[src/rtl/fir_result_serializer.sv]
// rtl/fir_result_serializer.sv - serializes signed FIR results into MSB-first byte stream
module fir_result_serializer #(
    parameter int NUM_OF_TAPS = 3,
    parameter int INPUT_WIDTH = 8,
    parameter int COEF_WIDTH  = 8,
    localparam int RESULT_WIDTH = INPUT_WIDTH + COEF_WIDTH + $clog2(NUM_OF_TAPS)
) (
    input  logic                    clk,
    input  logic                    rst_n,
    input  logic [RESULT_WIDTH-1:0] result_data,
    input  logic                    result_data_flag,
    output logic [7:0]              out_data,
    output logic                    out_valid,
    input  logic                    out_ready,
    output logic                    out_last,
    output logic                    overflow,
    output logic                    busy
);
    localparam int NUM_BYTES = (RESULT_WIDTH + 7) / 8;
    localparam int EXT_WIDTH = NUM_BYTES * 8;
    localparam int CNT_WIDTH = (NUM_BYTES > 1) ? $clog2(NUM_BYTES) : 1;
    localparam logic [CNT_WIDTH-1:0] LAST_IDX = CNT_WIDTH'(NUM_BYTES - 1);

    typedef enum logic {IDLE, SEND} state_t;

    state_t                 state_q, state_d;
    logic [EXT_WIDTH-1:0]   shift_q, shift_d;
    logic [EXT_WIDTH-1:0]   pend_q, pend_d;
    logic [EXT_WIDTH-1:0]   ext_in;
    logic [CNT_WIDTH-1:0]   cnt_q, cnt_d;
    logic                   pend_valid_q, pend_valid_d;
    logic                   overflow_q, overflow_d;
    logic                   out_valid_q, out_last_q, busy_q;
    logic                   xfer, is_last;

    always_ff @(posedge clk or negedge rst_n) begin
        if (!rst_n) begin
            state_q      <= IDLE;
            shift_q      <= '0;
            pend_q       <= '0;
            cnt_q        <= '0;
            pend_valid_q <= 1'b0;
            overflow_q   <= 1'b0;
            out_valid_q  <= 1'b0;
            out_last_q   <= 1'b0;
            busy_q       <= 1'b0;
        end else begin
            state_q      <= state_d;
            shift_q      <= shift_d;
            pend_q       <= pend_d;
            cnt_q        <= cnt_d;
            pend_valid_q <= pend_valid_d;
            overflow_q   <= overflow_d;
            // Output flags are registered from next-state so they align with shift_q
            out_valid_q  <= (state_d == SEND);
            out_last_q   <= (state_d == SEND) && (cnt_d == LAST_IDX);
            busy_q       <= (state_d == SEND) || pend_valid_d;
        end
    end

    always_comb begin
        state_d      = state_q;
        shift_d      = shift_q;
        pend_d       = pend_q;
        cnt_d        = cnt_q;
        pend_valid_d = pend_valid_q;
        overflow_d   = overflow_q;
        ext_in       = EXT_WIDTH'($signed(result_data));
        xfer         = out_valid_q && out_ready;
        is_last      = (cnt_q == LAST_IDX);

        case (state_q)
            IDLE: begin
                if (result_data_flag) begin
                    shift_d = ext_in;
                    cnt_d   = '0;
                    state_d = SEND;
                end
            end
            SEND: begin
                if (xfer && is_last) begin
                    cnt_d = '0;
                    if (pend_valid_q) begin
                        // Pending result goes out next with no bubble; a same-cycle flag refills pending
                        shift_d = pend_q;
                        if (result_data_flag) begin
                            pend_d = ext_in;
                        end else begin
                            pend_valid_d = 1'b0;
                        end
                    end else if (result_data_flag) begin
                        shift_d = ext_in;
                    end else begin
                        state_d = IDLE;
                    end
                end else begin
                    if (xfer) begin
                        shift_d = shift_q << 8;
                        cnt_d   = cnt_q + CNT_WIDTH'(1);
                    end
                    if (result_data_flag) begin
                        if (!pend_valid_q) begin
                            pend_d       = ext_in;
                            pend_valid_d = 1'b1;
                        end else begin
                            overflow_d = 1'b1;
                        end
                    end
                end
            end
            default: state_d = IDLE;
        endcase
    end

    assign out_data  = shift_q[EXT_WIDTH-1 -: 8];
    assign out_valid = out_valid_q;
    assign out_last  = out_last_q;
    assign overflow  = overflow_q;
    assign busy      = busy_q;

endmodule

[config.mk]
export PLATFORM = sky130hd
export DESIGN_NAME = fir_result_serializer
export DESIGN_NICKNAME = d
export VERILOG_FILES = /design/src/rtl/fir_result_serializer.sv
export SDC_FILE = /design/constraint.sdc
export NUM_CORES = 1
export LEC_CHECK = 0
export BUFFER_PORTS_ARGS = -buffer_cell sky130_fd_sc_hd__buf_2
export CAP_MARGIN = 10
export CORE_MARGIN = 2
export CORE_UTILIZATION = 30
export CTS_BUF_LIST = sky130_fd_sc_hd__clkbuf_8
export CTS_CLUSTER_DIAMETER = 100
export CTS_CLUSTER_SIZE = 24
export DETAILED_ROUTE_END_ITERATION = 10
export GPL_TIMING_DRIVEN = 0
export PLACE_DENSITY = 0.45
export SLEW_MARGIN = 20
export SYNTH_ARGS = -nofsm -noshare
export SYNTH_HDL_FRONTEND = slang
export SYNTH_SLANG_ARGS = --single-unit
[constraint.sdc]
create_clock -name clk -period 3.1 [get_ports clk]
set_clock_uncertainty 0.2 [all_clocks]
set_input_delay 0.155 -clock clk [delete_from_list [all_inputs] [get_ports clk]]
set_output_delay 0.155 -clock clk [all_outputs]
set_load 0.01 [all_outputs]
==> results.py, run 1 <==
metrics = {
    "run_status": {
        "outcome": "finished, final reports clean",
    },
    "worst_setup_path": {
        "arrival_ps": 2110,
        "cp_max_fo": 10,
        "start_kind": "flip-flop",
        "endpoint_kind": "flip-flop",
        "rr_worst_depth": 5,
        "crit_type": "flip-flop to flip-flop",
        "crit_required_ps": 3050,
    },
    "layout": {
        "antenna_cells": 0,
        "drive_above_1_share_pct": 25.0,
        "nets": 295,
        "area_growth_pct": 23.9,
        "fin_cells": 374,
        "design_area_um2": 3000,
    },
    "sta": {
        "layout_setup_ws_ps": 933,
        "relSlewSlack_pct": 49.0,
        "max_freq_mhz": 461,
        "worst_pin_slew_ps": 762,
        "hold_ws_ps": 39.3,
        "drv_slew": 0,
        "rsz0062_at_grt": "no",
        "hold_viol_final": 0,
        "finalCriticalPeriod_ps": 2170,
        "fin_crit_sh_pct": 69.9,
        "setup_viol": 0,
        "fin_tns_setup_ps": 0,
    },
    "clocking": {
        "cts_tree": "done",
        "clk_path_buf_depth": 2,
        "clockRootBuffer": "clkbuf_8",
        "clock-sinks": 49,
        "numCtsBuffers": 5,
        "cts_resized": 0,
        "htreeDepth": 2,
        "clk_pin_slew_ps": 90,
        "clk_latency_ps": 300,
    },
    "drt": {
        "finalWirelength_um": 5780,
        "drt_iter0_markers": 75,
        "drc": 0,
        "wl_per_cell_um": 15.4,
        "routed-via-count": 1783,
        "avgViaCountPerCell": 4.77,
        "ant_nets": 0,
        "dr.pass1.iters": 4,
    },
    "power_and_ir_drop": {
        "p_leak_nw": 1.40,
        "powerDensity_nw_per_um2": 836,
        "vdd_drop_max_v": 0.000256,
    },
    "yosys": {
        "synth_xor_area_share_pct": 0.362,
        "synth_top_area_cell": "dfrtp_1",
        "async_flop_share_pct": 100,
        "ys_seq_area_share_pct": 50.6,
        "synthAdderAreaFrac_pct": 0.517,
        "yosys.cell_count.top_type": "dfrtp_1",
        "synth_top_area_share_pct": 50.6,
        "synthDistinctLibCells": 31,
        "yosysWarnings": 0,
        "ys_ff_latch": 49,
        "synthTopCellsByArea": "dfrtp_1, a221o_1, mux2_4",
        "synthMuxAreaShare_pct": 14.1,
        "synth_top_family_by_area": "compound AO/OA/AOI/OAI gates",
        "synth_edf_count": 0,
        "synth_area_um2": 2420,
        "syn_inst": 215,
        "avgSynthCellArea_um2": 11.3,
        "synth_compound_area_share_pct": 14.9,
        "synth_common_cells": "dfrtp_1, nand3_1, o21ai_0, a221o_1, nand2b_1",
        "syn-num-nets": 238,
        "synth_ff_type": "dfrtp_1",
        "synth_simple_gate_area_share_pct": 11.7,
    },
    "placed_design": {
        "dpl.cell_count": 348,
        "pre_cts_slack_ps": 875,
        "port_buffers": 31,
        "hpwl_um": 3970,
        "place_area_um2": 2710,
        "gp_congestion": 0.745,
    },
    "die": {
        "initial_core_util_pct": 31.2,
        "io_pins": 34,
        "rows": 32,
        "core_um2": 7770,
        "die_w_um": 93.8,
        "dieArea_um2": 8810,
        "fp.dieH_um": 93.8,
    },
    "global_route": {
        "grt_max_degree": 50,
        "grt_pass1_wl_um": 9650,
        "grt_pass1_vias": 1768,
        "overflow": 0,
        "track_usage_pct": 14.3,
        "grt_antenna_before_repair": 0,
    },
    "flow_run": {
        "maxCapViolations": 0,
    },
    "hold_path": {
        "min_path_type": "input port to flip-flop",
        "holdPathStages": 4,
    },
}
[state kept, by name, indices dropped and copies added, names as in the netlist]
signal,flops
shift_q,24
pend_q,18
cnt_q,2
busy,1
out_last,1
out_valid,1
overflow,1
pend_valid_q,1
[where the power goes]
part,total (mW),internal [mW],switching (mW),leakage (nW)
Sequential,1.10,0.916,0.185,0.593
Clock,0.456,0.235,0.221,0.0540
Combinational,0.952,0.529,0.424,0.752
Total,2.51,1.68,0.829,1.40
[stage by stage]
stage	util (%)	total power, mW
global placement	34.8	2.05
floorplan	-	1.79
detailed placement	34.8	2.06
CTS	38.6	2.54
finish	38.6	2.51
global route	38.6	2.70
[path summary, 6_finish.rpt]
| kind | from | to | slack [ps] |
|---|---|---|---|
| setup / recovery | cnt_q[0] | shift_q[16] | 930 |
| min in group asynchronous | rst_n | shift_q[23] | 210 |
| setup reg to reg | cnt_q[0] | shift_q[16] | 930 |
| hold reg to reg | overflow | overflow | 280 |
| max in group asynchronous | rst_n | pend_q[7] | 2070 |
| hold / removal | out_ready | busy | 40 |
[repair_timing]
item	CTS	global route
hold endpoints to repair	80	0
setup buffers	0	0
hold buffers	19	0
[metal layers]
| layer | global-route usage [%] | share of wire [%] |
|---|---|---|
| met5 | 0 | 0 |
| met4 | 3.99 | 1.1 |
| met3 | 2.49 | 2.9 |
| met2 | 22.1 | 45 |
| met1 | 20.6 | 51 |
[cell usage in the layout, fill, tap and decap left out, drive strengths merged]
master / netlist / final
a21oi: 3 / 3
a221o: 15 / 15
a22o: 1 / 1
a31oi: 1 / 1
a41o: 1 / 1
and2: 1 / 1
and3: 10 / 10
buf: 17 / 48
bufinv: 0 / 1
clkbuf: 8 / 13
clkinv: 0 / 1
dfrtp: 49 / 49
dlygate4sd3: 0 / 19
ha: 1 / 1
inv: 10 / 10
mux2: 19 / 19
mux2i: 9 / 9
nand2: 4 / 4
nand2b: 11 / 11
nand3: 20 / 20
nor2: 6 / 6
o211ai: 9 / 9
o21ai: 17 / 17
o21bai: 1 / 1
o22ai: 1 / 1
xnor2: 1 / 1
[final cells by class]
type                            instances  area (um2)
Buffer                                 25         151
Clock buffer                            5        68.8
Clock inverter                          2        35.0
Fill cell                             806        4770
Inverter                               10        37.5
Multi-Input combinational cell        131        1010
Sequential cell                        49        1230
Tap cell                              102         128
Timing Repair Buffer                   50         348
[logic make-up after synthesis]
| logic type | Yosys count |
|---|---|
| xor gates and xnor gates | 1 |
| AOI/OAI and AO/OA | 49 |
| adders and majority gates | 1 |
| buffers and inverters | 35 |
| DFF | 49 |
| and+or+nand+nor | 52 |
| muxes | 28 |
[worst max-delay path: stages (launching register included)]
cell	delay, ps
dfrtp_1	380
inv_1	50
ha_1	270
clkbuf_1	220
a31oi_1	670
o21ai_0	220
Note: power is estimated with default switching activity, not from simulation.
==> run 2: changes to the inputs <==
Clock period 3.1 ns to 2.25 ns, I/O delays scaled along.
==> run 2 against run 1 <==
Net effect:
- register-to-register slack got worse by 780 ps
- final cell count rose by 0.27%
- cell area rose by 0.63%
- critical path depth rose by 3
- critical path type unchanged
- critical endpoint is now pend_q[14]
==> results.py, run 2 (synthesized netlist as in run 1, its figures left out) <==
metrics = {
    "power_and_ir_drop": {
        "p_seq_share_pct": 43.8,
        "powerDensity_nw_per_um2": 1150,
        "switching_share_pct": 33.0,
        "intPower_mw": 2.32,
        "p_comb_share_pct": 38.1,
        "vdd_drop_max_v": 0.000353,
        "p_clk_share_pct": 18.1,
        "p_leak_nw": 1.40,
        "power_switching_mw": 1.14,
    },
    "clocking": {
        "numCtsBuffers": 5,
        "clock-sinks": 49,
        "cts_tree": "done",
        "clockRootBuffer": "clkbuf_8",
        "clk_pin_slew_ps": 90,
        "htreeDepth": 2,
        "clk_path_buf_depth": 2,
        "post_cts.repair.setup_buffers": 0,
        "clk_latency_ps": 300,
    },
    "worst_setup_path": {
        "r2r-start": "cnt_q[0]",
        "critPathMaxStageDelay_ps": 400,
        "crit_required_ps": 2240,
        "rr_endpoint": "pend_q[14]",
        "start_kind": "flip-flop",
        "cp_slowest_cell": "dfrtp_1",
        "cp_max_fo": 10,
        "rr_worst_depth": 8,
        "crit_chain": "inv_1 -> ha_2 -> nand2_4 -> xnor2_1 -> and3_1 -> buf_6 -> buf_6 -> mux2_4",
        "arrival_ps": 2080,
        "cpLargestDelayFamily": "buffers and inverters",
        "endpoint_kind": "flip-flop",
        "r2r_slack_ps": 150,
        "path_buf_inv": 3,
        "cpMostUsedCell": "buf_6",
        "crit_type": "flip-flop to flip-flop",
    },
    "die": {
        "rows": 32,
        "io_pins": 34,
        "core_um2": 7770,
        "dieArea_um2": 8810,
        "initial_core_util_pct": 31.2,
        "die_w_um": 93.8,
        "fp.dieH_um": 93.8,
    },
    "sta": {
        "hold_ws_ps": 115,
        "fin_tns_setup_ps": 0,
        "setup_viol": 0,
        "finalCriticalPeriod_ps": 2100,
        "relSlewSlack_pct": 56.6,
        "fin_crit_sh_pct": 93.2,
        "hold_viol_final": 0,
        "drv_slew": 0,
        "worst_pin_slew_ps": 651,
        "rsz0062_at_grt": "no",
        "max_freq_mhz": 477,
    },
    "layout": {
        "largest-register": "shift_q",
        "nets": 296,
        "design_area_um2": 3020,
        "biggestRegsByFlops": "shift_q (24), pend_q (18), cnt_q (2)",
        "antenna_cells": 0,
        "drive_above_1_share_pct": 25.6,
        "final_util_pct": 38.9,
        "area_growth_pct": 24.7,
        "final_common_cell": "dfrtp_1",
        "final_cell_mix": "dfrtp_1, buf_2, nand3_1, dlygate4sd3_1, o21ai_0",
        "largest_reg_flops": 24,
        "num-fill-cells": 804,
        "fin_cells": 375,
    },
    "placed_design": {
        "gp_congestion": 0.745,
        "dpl.cell_count": 348,
        "place_area_um2": 2710,
        "port_buffers": 31,
        "hpwl_um": 3970,
    },
    "hold_path": {
        "min_path_type": "input port to flip-flop",
        "hold_end": "cnt_q[1]",
        "hold_start": "result_data_flag",
        "holdPathStages": 4,
    },
    "drt": {
        "ant_nets": 0,
        "wl_per_cell_um": 15.4,
        "dr.pass1.iters": 4,
        "finalWirelength_um": 5760,
        "drt_iter0_markers": 79,
        "avgViaCountPerCell": 4.76,
        "drc": 0,
        "routed-via-count": 1786,
    },
    "global_route": {
        "overflow": 0,
        "grt_antenna_before_repair": 0,
        "grt_pass1_vias": 1768,
        "track_usage_pct": 14.3,
        "grt_max_degree": 50,
        "grt_pass1_wl_um": 9650,
    },
    "run_status": {
        "outcome": "finished, final reports clean",
    },
    "flow_run": {
        "maxCapViolations": 0,
    },
}
[run 2: cell count changes in the layout (fill, tap and decap cells not counted)]
cell,before,now
a31oi_1,1,0
a31oi_2,0,1
dlygate4sd3_1,19,20
ha_1,1,0
ha_2,0,1
[run 2: layout make-up]
type	count	area [um2]	area share (%)
Sequential cell	49	1230	40.6
Clock inverter	2	35.0	1.16
Buffer	25	151	5.01
Clock buffer	5	68.8	2.28
Tap cell	102	128	4.23
Timing Repair Buffer	51	358	11.9
Multi-Input combinational cell	131	1010	33.6
Inverter	10	37.5	1.24
[run 2: repair_timing]
item / 4_1_cts / 5_1_grt
setup endpoints to repair: 2 / 21
hold buffers: 20 / 0
hold endpoints to repair: 86 / 0
gates resized for setup: 1 / 1
[run 2: per-stage QoR]
stage          power (mW)  setup slack (ps)
2_1_floorplan        2.47               307
3_3_place_gp         2.82              15.0
3_5_place_dp         2.84              25.5
4_1_cts              3.50              99.1
5_1_grt              3.74              23.5
6_report             3.46               154
[run 2: metal layers]
layer,share of wire [%],global-route usage [%]
met1,51,20.7
met2,45,22.1
met3,3.1,2.41
met4,1.1,3.99
met5,0,0
[run 2: worst max path at each step]
| stage | start | endpoint | slack (ps) | depth (start not counted) |
|---|---|---|---|---|
| after CTS | cnt_q[0] | pend_q[14] | 100 | 8 |
| final | cnt_q[0] | pend_q[14] | 150 | 8 |
| after detailed placement | cnt_q[0] | shift_q[16] | 30 | 5 |
| after global routing | cnt_q[0] | shift_q[15] | 20 | 8 |
| after global placement | cnt_q[0] | shift_q[16] | 10 | 5 |
| after floorplan | cnt_q[0] | pend_q[10] | 310 | 8 |
[run 2: power groups by stage]
stage | logic (mW) | registers, mW | clock network [mW]
after floorplan | 1.02 | 1.45 | 0
after global placement | 1.29 | 1.53 | 0
after detailed placement | 1.31 | 1.53 | 0
after CTS | 1.34 | 1.52 | 0.647
after global routing | 1.48 | 1.58 | 0.678
final | 1.32 | 1.52 | 0.626
[run 2: worst min-delay path: stages]
cell,delay [ps]
clkbuf_1,170
nor2_1,180
nand2_1,70
nand2_1,60
